## config.mk

```make
export PLATFORM = sky130hd
export DESIGN_NAME = conway_pattern_loader
export DESIGN_NICKNAME = d
export VERILOG_FILES = /design/src/rtl/conway_pattern_loader.sv
export SDC_FILE = /design/constraint.sdc
export NUM_CORES = 1
export LEC_CHECK = 0
export ABC_AREA = 1
export CORE_UTILIZATION = 55
export CTS_BUF_LIST = sky130_fd_sc_hd__clkbuf_16
export CTS_CLUSTER_SIZE = 30
export DETAILED_ROUTE_END_ITERATION = 7
export PLACE_DENSITY = 0.76
export SYNTH_ARGS = -nofsm -noshare
export SYNTH_HDL_FRONTEND = slang
export SYNTH_SLANG_ARGS = --single-unit
```

## constraint.sdc

```tcl
create_clock -name clk -period 6.35 [get_ports clk]
set_input_delay 0.635 -clock clk [delete_from_list [all_inputs] [get_ports clk]]
set_output_delay 0.635 -clock clk [all_outputs]
set_load 0.005 [all_outputs]
```

## src/rtl/conway_pattern_loader.sv

```systemverilog
// Coordinate FIFO and load-address replayer feeding the conway grid core.
// Optional out-of-range filtering and drop_count port: define LOADER_BOUNDS_CHECK_EN.
module conway_pattern_loader #(
  parameter int unsigned GRID_ROWS  = 256,
  parameter int unsigned GRID_COLS  = 256,
  parameter int unsigned FIFO_DEPTH = 8,
  parameter int unsigned CNT_W      = 16
) (
  input  logic             clk,
  input  logic             rst,
  input  logic             in_valid,
  output logic             in_ready,
  input  logic [15:0]      in_addr,
  input  logic             in_last,
  input  logic             run_req,
  input  logic             halt_req,
  input  logic             load_ready,
  output logic [15:0]      addr,
  output logic             addr_valid,
  output logic             state,
  output logic [CNT_W-1:0] cell_count
`ifdef LOADER_BOUNDS_CHECK_EN
  ,
  output logic [CNT_W-1:0] drop_count
`endif
);

  localparam int unsigned AW = $clog2(FIFO_DEPTH);

  typedef enum logic [1:0] {
    LOAD,
    DRAIN,
    ARMED,
    RUN
  } fsm_t;

  fsm_t        fsm, fsm_nxt;
  logic [15:0] mem [FIFO_DEPTH];
  logic [AW:0] wr_ptr, rd_ptr;
  logic        fifo_empty, fifo_full;
  logic        in_hs, in_range, push, pop, xfer;
  logic        run_latch;

  assign fifo_empty = (wr_ptr == rd_ptr);
  assign fifo_full  = (wr_ptr[AW] != rd_ptr[AW]) && (wr_ptr[AW-1:0] == rd_ptr[AW-1:0]);

  assign in_hs    = in_valid && in_ready;
  assign in_range = ({24'd0, in_addr[15:8]} < GRID_ROWS) &&
                    ({24'd0, in_addr[7:0]}  < GRID_COLS);

`ifdef LOADER_BOUNDS_CHECK_EN
  assign push = in_hs && in_range;
`else
  logic unused_range;
  assign unused_range = in_range;
  assign push = in_hs;
`endif

  assign xfer = addr_valid && load_ready;
  // Refill the output register whenever it is empty or being drained this edge.
  assign pop  = !fifo_empty && (!addr_valid || xfer);

  always_comb begin
    fsm_nxt  = fsm;
    in_ready = 1'b0;
    state    = 1'b0;
    case (fsm)
      LOAD: begin
        in_ready = !fifo_full;
        if (in_hs && in_last) fsm_nxt = DRAIN;
      end
      DRAIN: begin
        if (fifo_empty && !addr_valid) fsm_nxt = ARMED;
      end
      ARMED: begin
        if (run_latch || run_req) fsm_nxt = RUN;
      end
      RUN: begin
        state = 1'b1;
        if (halt_req) fsm_nxt = LOAD;
      end
      default: fsm_nxt = LOAD;
    endcase
  end

  always_ff @(posedge clk or negedge rst) begin
    if (!rst) fsm <= LOAD;
    else      fsm <= fsm_nxt;
  end

  always_ff @(posedge clk or negedge rst) begin
    if (!rst) begin
      run_latch <= 1'b0;
    end else if (fsm == ARMED && fsm_nxt == RUN) begin
      run_latch <= 1'b0;
    end else if (run_req && (fsm == LOAD || fsm == DRAIN)) begin
      run_latch <= 1'b1;
    end
  end

  always_ff @(posedge clk) begin
    if (push) mem[wr_ptr[AW-1:0]] <= in_addr;
  end

  always_ff @(posedge clk or negedge rst) begin
    if (!rst) begin
      wr_ptr <= '0;
      rd_ptr <= '0;
    end else begin
      if (push) wr_ptr <= wr_ptr + 1'b1;
      if (pop)  rd_ptr <= rd_ptr + 1'b1;
    end
  end

  always_ff @(posedge clk or negedge rst) begin
    if (!rst) begin
      addr       <= '0;
      addr_valid <= 1'b0;
    end else if (pop) begin
      addr       <= mem[rd_ptr[AW-1:0]];
      addr_valid <= 1'b1;
    end else if (xfer) begin
      addr_valid <= 1'b0;
    end
  end

  always_ff @(posedge clk or negedge rst) begin
    if (!rst) begin
      cell_count <= '0;
    end else if (fsm == RUN && halt_req) begin
      cell_count <= '0;
    end else if (xfer && cell_count != '1) begin
      cell_count <= cell_count + 1'b1;
    end
  end

`ifdef LOADER_BOUNDS_CHECK_EN
  always_ff @(posedge clk or negedge rst) begin
    if (!rst) begin
      drop_count <= '0;
    end else if (in_hs && !in_range && drop_count != '1) begin
      drop_count <= drop_count + 1'b1;
    end
  end
`endif

endmodule

```

[After elaboration in Yosys (flattened, before gate mapping)]
Memory sizes are Yosys's and may differ from the RTL's. A register that Yosys moved wholly into a read port is not among the register bits.
Index checks and enable logic that the tools add are counted.
Storage, ports and cells
  register bits: 28
  bits in writable memories: 128
  input port bits: 23
  output and inout bits: 35
  logic and storage cells: 54
  memories kept: 1
Operators by class
  add/subtract/negate cells: 3
  equality and inequality tests: 8
  multiplexer cells: 15
  reductions and logical operators: 21
Memory list
  mem: words 8, width 16, read ports 1, clocked after Yosys merged registers in 1, write ports 1, line 38  | logic [15:0] mem [FIFO_DEPTH];
Operator list (number)
  $mux W16: 2
  $add A16 B1 Y16 const B: 1
  $ne A16 B16 Y1 const B: 1
  $logic_and A1 B1 Y1: 10
  $add A4 B1 Y4 const B: 2
  $mux W1: 8
  $mux W2: 4
  $pmux W2 S4: 1
  $eq A2 B2 Y1 const B: 3
  $reduce_bool A2 Y1: 3
  $eq A4 B4 Y1: 1
  $logic_not A1 Y1: 4
  $eq A3 B3 Y1: 1
  $logic_or A1 B1 Y1: 3
  $eq A2 B1 Y1 const B: 1
  $logic_not A2 Y1: 1
  $ne A1 B1 Y1: 1

[Logic depth before layout (Yosys ltp)]
Gate-level depths: netlist of the first run.
  depth after elaboration: 11
  mapped depth: 12

[Least setup slack after synthesis of the first run]
No wires, ideal clock.
  path kind: register to register
  from: reg rd_ptr[0]
  to: mem mem[7][0], enable pin
  library setup time: 0.388 ns
  data arrival time: 1.799 ns
  required time: 5.962 ns
  slack: 4.163 ns
  cell stages (with the launch flop): 7
  path buffers: 2
  period minus slack after synthesis: 2.187 ns
  cells stage by stage: dfrtp_1 -> buf_6 -> xnor2_1 -> nand4_1 -> nand3_1 -> buf_2 -> nor2_1
On the way
  word-level cells in the longest chain between the ends: 7
RTL lines
  start: declaration: line 39  | logic [AW:0] wr_ptr, rd_ptr;
  start signal: assignment: line 111  | if (pop) rd_ptr <= rd_ptr + 1'b1;
  $eq A3 B3 Y1: line 45  | assign fifo_full = (wr_ptr[AW] != rd_ptr[AW]) && (wr_ptr[AW-1:0] == rd_ptr[AW-1:0]);
  $logic_and A1 B1 Y1: line 45
  $logic_not A1 Y1: line 69  | in_ready = !fifo_full;
  $mux W1: line 67  | case (fsm)
  $logic_and A1 B1 Y1: line 47  | assign in_hs = in_valid && in_ready;
  $mux W1: line 102  | if (push) mem[wr_ptr[AW-1:0]] <= in_addr;
  $mux W1 (not written as such): line 102
  end: declaration: line 38
No other way between the ends.

[Final worst setup path of the first run]
  from: reg rd_ptr[2]
  to: out in_ready
On the way
  word-level cells in the longest chain between the ends: 4
RTL lines
  $eq A3 B3 Y1: line 45
  $logic_and A1 B1 Y1: line 45
  $logic_not A1 Y1: line 69
  $mux W1: line 67
  end: declaration: line 12  | output logic in_ready,
No other way between the ends.

==> flow_metrics.py, run 1 <==
metrics = {
    "final_layout": {
        "final_layout_size_suffix_gt1_frac": 0.06812,
        "post-route-util": 0.6801,
        "diodes": 0,
        "area_delta_synth_final_pct": 18.49,
        "fillers": 939,
        "final_area_um2": 8722,
        "nets": 791,
    },
    "place": {
        "dpl-instance-area_um2": 8046,
        "dp_hpwl_um": 9750,
        "gp_congestion": 0.8562,
        "io_buffers": 57,
    },
    "clock_tree": {
        "numCtsBuffers": 17,
        "cts_tree": "yes",
        "cts.sinks": 172,
        "root_buffer": "clkbuf_16",
        "ctsHoldBuffers": 0,
        "insertion_delay_ns": 0.42,
        "clk_pin_slew_ns": 0.06,
        "cts_max_level": 4,
        "postCtsSetupBuffers": 0,
        "cts_resized": 0,
        "cts_buffer_depth": 2,
    },
    "detailed_routing": {
        "post_drt_wl_per_cell_um": 16.89,
        "avgViaCountPerCell": 5.524,
        "drc_errors": 0,
        "firstDrtPassIters": 5,
        "wirelength_um": 16050,
        "drt_iter0_drc": 445,
        "ant_nets": 0,
        "vias": 5248,
    },
    "logic_synthesis": {
        "synth_top_area_frac": 0.5222,
        "synthMuxAreaShare": 0,
        "synthesis.area_um2": 7361,
        "synth_top_area_cell": "edfxtp_1",
        "ys_ff_latch": 172,
        "synth.avg_cell_area_um2": 10.34,
        "synth_cell_types": 25,
        "ys_top_cells_by_area": "edfxtp_1 (52%), dfrtp_1 (15%), nand2_1 (9.4%)",
        "synth_top_family_by_area": "simple AND/OR/NAND/NOR gates",
        "ys_warn_count": 0,
        "ys_seq_area_frac": 0.6718,
        "synth_edf_count": 128,
        "synthCells": 712,
        "synth-main-ff-cell": "edfxtp_1",
        "async_flop_share": 0.2558,
        "synth_compound_area_frac": 0.07853,
        "synth_fa_ha_area_frac": 0.005099,
        "syn-num-nets": 738,
        "synth-xor-area-share": 0.01547,
        "yosys.area_share.simple": 0.1916,
    },
    "sta": {
        "finalSetupViolations": 0,
        "timing.fmax_ghz": 0.3141,
        "rsz0062_at_grt": "no",
        "hold_viol": 0,
        "post-route-period-util": 0.5013,
        "worstMarginPinSlew_ns": 1.036,
        "post-route-min-period_ns": 3.183,
        "slew-limit-headroom": 0.3092,
        "fin_skew_ns": 0.005785,
        "slew_violations": 0,
        "setup-tns-final_ns": 0,
    },
    "die": {
        "dieArea_um2": 13850,
        "die_x_um": 117.7,
        "initial_core_util": 0.5740,
        "die_h_um": 117.7,
        "num_rows": 41,
        "io_pins": 58,
        "core_um2": 12820,
    },
    "power_and_ir_drop": {
        "ir_drop_mv": 0.2485,
        "p_per_area_nw_per_um2": 454.2,
        "leakagePower_uw": 0.003340,
        "finalPower_uw": 3962,
    },
    "worst_setup_path": {
        "end_kind": "primary output",
        "worstPathArrival_ns": 2.55,
        "path_class": "register to primary output",
        "critPathRequiredTime_ns": 5.71,
        "crit_fanout": 21,
        "cp-start-kind": "register",
    },
    "global_routing": {
        "track_usage": 0.2437,
        "grt_pass1_wl_um": 25850,
        "antenna_found_initial": 0,
        "grt_max_degree": 70,
        "grt-ovfl-total": 0,
        "grt_pass1_vias": 5132,
    },
    "run_status": {
        "status": "finished clean",
    },
    "job": {
        "drv_cap": 0,
    },
    "worst_hold_path": {
        "min_path_type": "input pin to async pin",
    },
}
## per-layer routing
layer,global-route usage,vias up,wire length [um]
li1,-,2504,-
met1,0.3187,2517,6801
met2,0.3956,194,8006
met3,0.04409,33,788
met4,0.1154,0,448
met5,0,-,0
## where the power goes
group,switching [uW],internal (uW)
logic,800,457
clock network,407,770
registers,143,1390
## flip-flops by register name, indices dropped and copies added (netlist names)
register    cells
fsm             2
rd_ptr          4
addr           16
wr_ptr          4
cell_count     16
mem           128
addr_valid      1
run_latch       1
## synthesized netlist by cell type (3+ instances only)
master / number
a21oi_1: 3
buf_1: 3
buf_2: 17
buf_4: 3
clkbuf_1: 8
dfrtp_1: 44
edfxtp_1: 128
ha_1: 3
inv_1: 24
inv_2: 4
nand2_1: 184
nand3_1: 16
nand4_1: 14
nor2_1: 125
nor2_2: 3
nor3_2: 3
o21ai_0: 78
o21ai_1: 30
o21bai_1: 3
xnor2_1: 4
xor2_1: 9
## layout by cell type, fill, tap and decap left out, types with 9 or more instances in the layout
cell type          n
buf_4             10
clkbuf_16         17
clkdlybuf4s50_1   56
dfrtp_1           43
edfxtp_1         128
inv_1             24
nand2_1          184
nand3_1           16
nand4_1           14
nor2_1           125
o21ai_0           78
o21ai_1           30
xor2_1             9
## worst max-delay path, stage by stage, from the launching register on
cell and delay [ns]:
dfrtp_1 0.82, inv_2 0.31, nand2_1 0.14, nand2_1 0.07
nand4_1 0.15, nand2_1 0.09, inv_1 0.06, clkdlybuf4s50_1 0.48
## final timing paths
| path | start | end | slack [ns] | depth (start not counted) |
|---|---|---|---|---|
| max | rd_ptr[2] | in_ready | 3.17 | 7 |
| min reg2reg | addr[1] | addr[1] | 0.51 | 2 |
| max in group asynchronous | rst | rd_ptr[0] | 5.29 | 1 |
| max reg2reg | rd_ptr[2] | mem[7][15] | 3.53 | 7 |
| min | rst | wr_ptr[1] | 0.38 | 1 |
| min in group clk | addr[1] | addr[1] | 0.51 | 2 |
## cell type report
type | instances | area (um^2) | share of cell area
multi-input cells | 479 | 2140 | 0.2453
well taps | 172 | 215.2 | 0.02467
repair buffers | 67 | 640.6 | 0.07345
clock inverters | 15 | 250.2 | 0.02869
clock buffers | 17 | 425.4 | 0.04877
flip-flops and latches | 172 | 4946 | 0.5671
inverters | 28 | 105.1 | 0.01205
## per-stage QoR
step	cells	hold slack (ns)	setup slack (ns)
6_report	950	0.3833	3.167
5_1_grt	950	0.4650	3.002
4_1_cts	950	0.4017	3.184
3_5_place_dp	918	0.4911	3.610
3_3_place_gp	918	0.4895	3.696
2_1_floorplan	712	0.3394	4.163
## kinds of logic after synthesis
family / after synthesis
buffers and inverters: 61
XOR/XNOR: 13
adder cells (fa/ha/maj): 3
AO/OA/AOI/OAI: 114
flip-flops: 172
AND/OR/NAND/NOR: 349
Power figures use the tool's default switching activity.
==> run 2, diff against run 1 <==
Clock period 6.35 ns to 3.1 ns, I/O delays scaled along.
==> flow_metrics.py, run 2 (synthesis results as in run 1) <==
metrics = {
    "sta": {
        "slew-limit-headroom": 0.3516,
        "rsz0062_at_grt": "no",
        "post-route-min-period_ns": 2.422,
        "setup_slack_ns": 0.6784,
        "finalSetupViolations": 0,
        "setup-tns-final_ns": 0,
        "post-route-period-util": 0.7812,
        "hold_viol": 0,
        "worstMarginPinSlew_ns": 0.9726,
        "slew_violations": 0,
        "timing.fmax_ghz": 0.4129,
        "fin_skew_ns": 0.01144,
    },
    "power_and_ir_drop": {
        "switching_share": 0.3581,
        "p_seq_frac": 0.389,
        "p_switching_uw": 2841,
        "ir_drop_mv": 0.5537,
        "combPwrFrac": 0.334,
        "intPower_uw": 5092,
        "leakagePower_uw": 0.003342,
        "p_per_area_nw_per_um2": 912.1,
        "clkPwrFrac": 0.277,
        "finalPower_uw": 7933,
    },
    "final_layout": {
        "nets": 796,
        "largest_reg_flops": 128,
        "final_layout_size_suffix_gt1_frac": 0.07791,
        "diodes": 0,
        "mostFrequentLayoutCells": "nand2_1 (184), edfxtp_1 (128), nor2_1 (125)",
        "area_delta_synth_final_pct": 18.15,
        "layout_commonest_cell": "nand2_1",
    },
    "die": {
        "io_pins": 58,
        "initial_core_util": 0.5740,
        "core_um2": 12820,
        "dieArea_um2": 13850,
        "die_h_um": 117.7,
        "num_rows": 41,
        "die_x_um": 117.7,
    },
    "worst_setup_path": {
        "r2r_cells": 7,
        "crit_fanout": 17,
        "end_kind": "primary output",
        "cp-start-kind": "register",
        "path_class": "register to primary output",
        "worstPathArrival_ns": 2.11,
        "critPathRequiredTime_ns": 2.79,
    },
    "job": {
        "drv_cap": 0,
    },
    "detailed_routing": {
        "ant_nets": 0,
        "wirelength_um": 15710,
        "firstDrtPassIters": 6,
        "wl_met1_um": 6830,
        "avgViaCountPerCell": 5.503,
        "post_drt_wl_per_cell_um": 16.45,
        "wl_met2_um": 7495,
        "met3WireLength_um": 1165,
        "drt_iter0_drc": 560,
        "drc_errors": 0,
        "top_layer_used": "met4",
        "vias": 5255,
    },
    "place": {
        "gp_congestion": 0.8814,
        "dp_hpwl_um": 10080,
        "place_ws_ns": 0.7289,
        "io_buffers": 57,
    },
    "clock_tree": {
        "clk_pin_slew_ns": 0.06,
        "cts_buffer_depth": 2,
        "cts.sinks": 172,
        "cts_max_level": 4,
        "numCtsBuffers": 17,
        "cts_tree": "yes",
        "ctsHoldBuffers": 0,
        "insertion_delay_ns": 0.43,
        "root_buffer": "clkbuf_16",
        "cts_resized": 0,
        "postCtsSetupBuffers": 0,
    },
    "global_routing": {
        "grt_max_degree": 68,
        "track_usage": 0.2399,
        "antenna_found_initial": 0,
        "grt-ovfl-total": 0,
        "grt_pass1_vias": 5074,
        "grt_pass1_wl_um": 25470,
    },
    "run_status": {
        "status": "finished clean",
    },
    "worst_hold_path": {
        "min_path_type": "input pin to async pin",
    },
}
[run 2: changes by cell type in the layout (fill, tap and decap cells not counted), sizes merged]
cell | previous run | this run
inv | 28 | 35
clkinv | 6 | 3
buf | 11 | 16
bufinv | 7 | 3
[run 2: power by group through the flow]
stage	combinational (uW)	clock [uW]	sequential [uW]
after CTS	2660	2230	3090
after floorplan	1760	0	3070
final	2650	2200	3090
after global placement	2570	0	3110
after detailed placement	2630	0	3130
after global routing	3010	2310	3130
[run 2: routing by layer]
metal	up-vias	global-route usage
met5	-	0
met4	0	0.09135
met3	25	0.05572
met2	239	0.3735
met1	2482	0.3293
li1	2509	-
[run 2: per-stage QoR]
| stage | hold WS [ns] | std cells | utilization | area [um^2] |
|---|---|---|---|---|
| 2_1_floorplan | 0.01441 | 712 | - | 7361 |
| 3_3_place_gp | 0.4647 | 923 | 0.6303 | 8084 |
| 3_5_place_dp | 0.4744 | 923 | 0.6303 | 8084 |
| 4_1_cts | 0.06330 | 955 | 0.6781 | 8697 |
| 5_1_grt | 0.1098 | 955 | 0.6781 | 8697 |
| 6_report | 0.04229 | 955 | 0.6781 | 8697 |
[run 2: path summary, 6_finish.rpt]
check                                   to  slack (ns)       from
worst max-delay path              in_ready        0.68  rd_ptr[2]
worst min-delay path             wr_ptr[2]        0.04        rst
worst max register to register  mem[0][14]        0.72  rd_ptr[2]
worst min register to register     addr[5]        0.49    addr[5]
max in group asynchronous        rd_ptr[0]        2.39        rst
min in group clk                   addr[5]        0.49    addr[5]
[run 2: area by class of cell]
class,count,area (um^2)
clock buffers,17,425.4
clock inverters,15,187.7
fillers,966,4128
inverters,28,105.1
multi-input cells,479,2140
flip-flops and latches,172,4946
well taps,172,215.2
repair buffers,72,678.2
[run 2: critical path, cell delays in order, from the launching register on]
cell             delay (ns)
dfrtp_1                0.47
inv_2                  0.27
nand2_1                0.10
nand2_1                0.08
nand4_1                0.19
nand2_1                0.11
inv_1                  0.04
clkdlybuf4s50_1        0.43
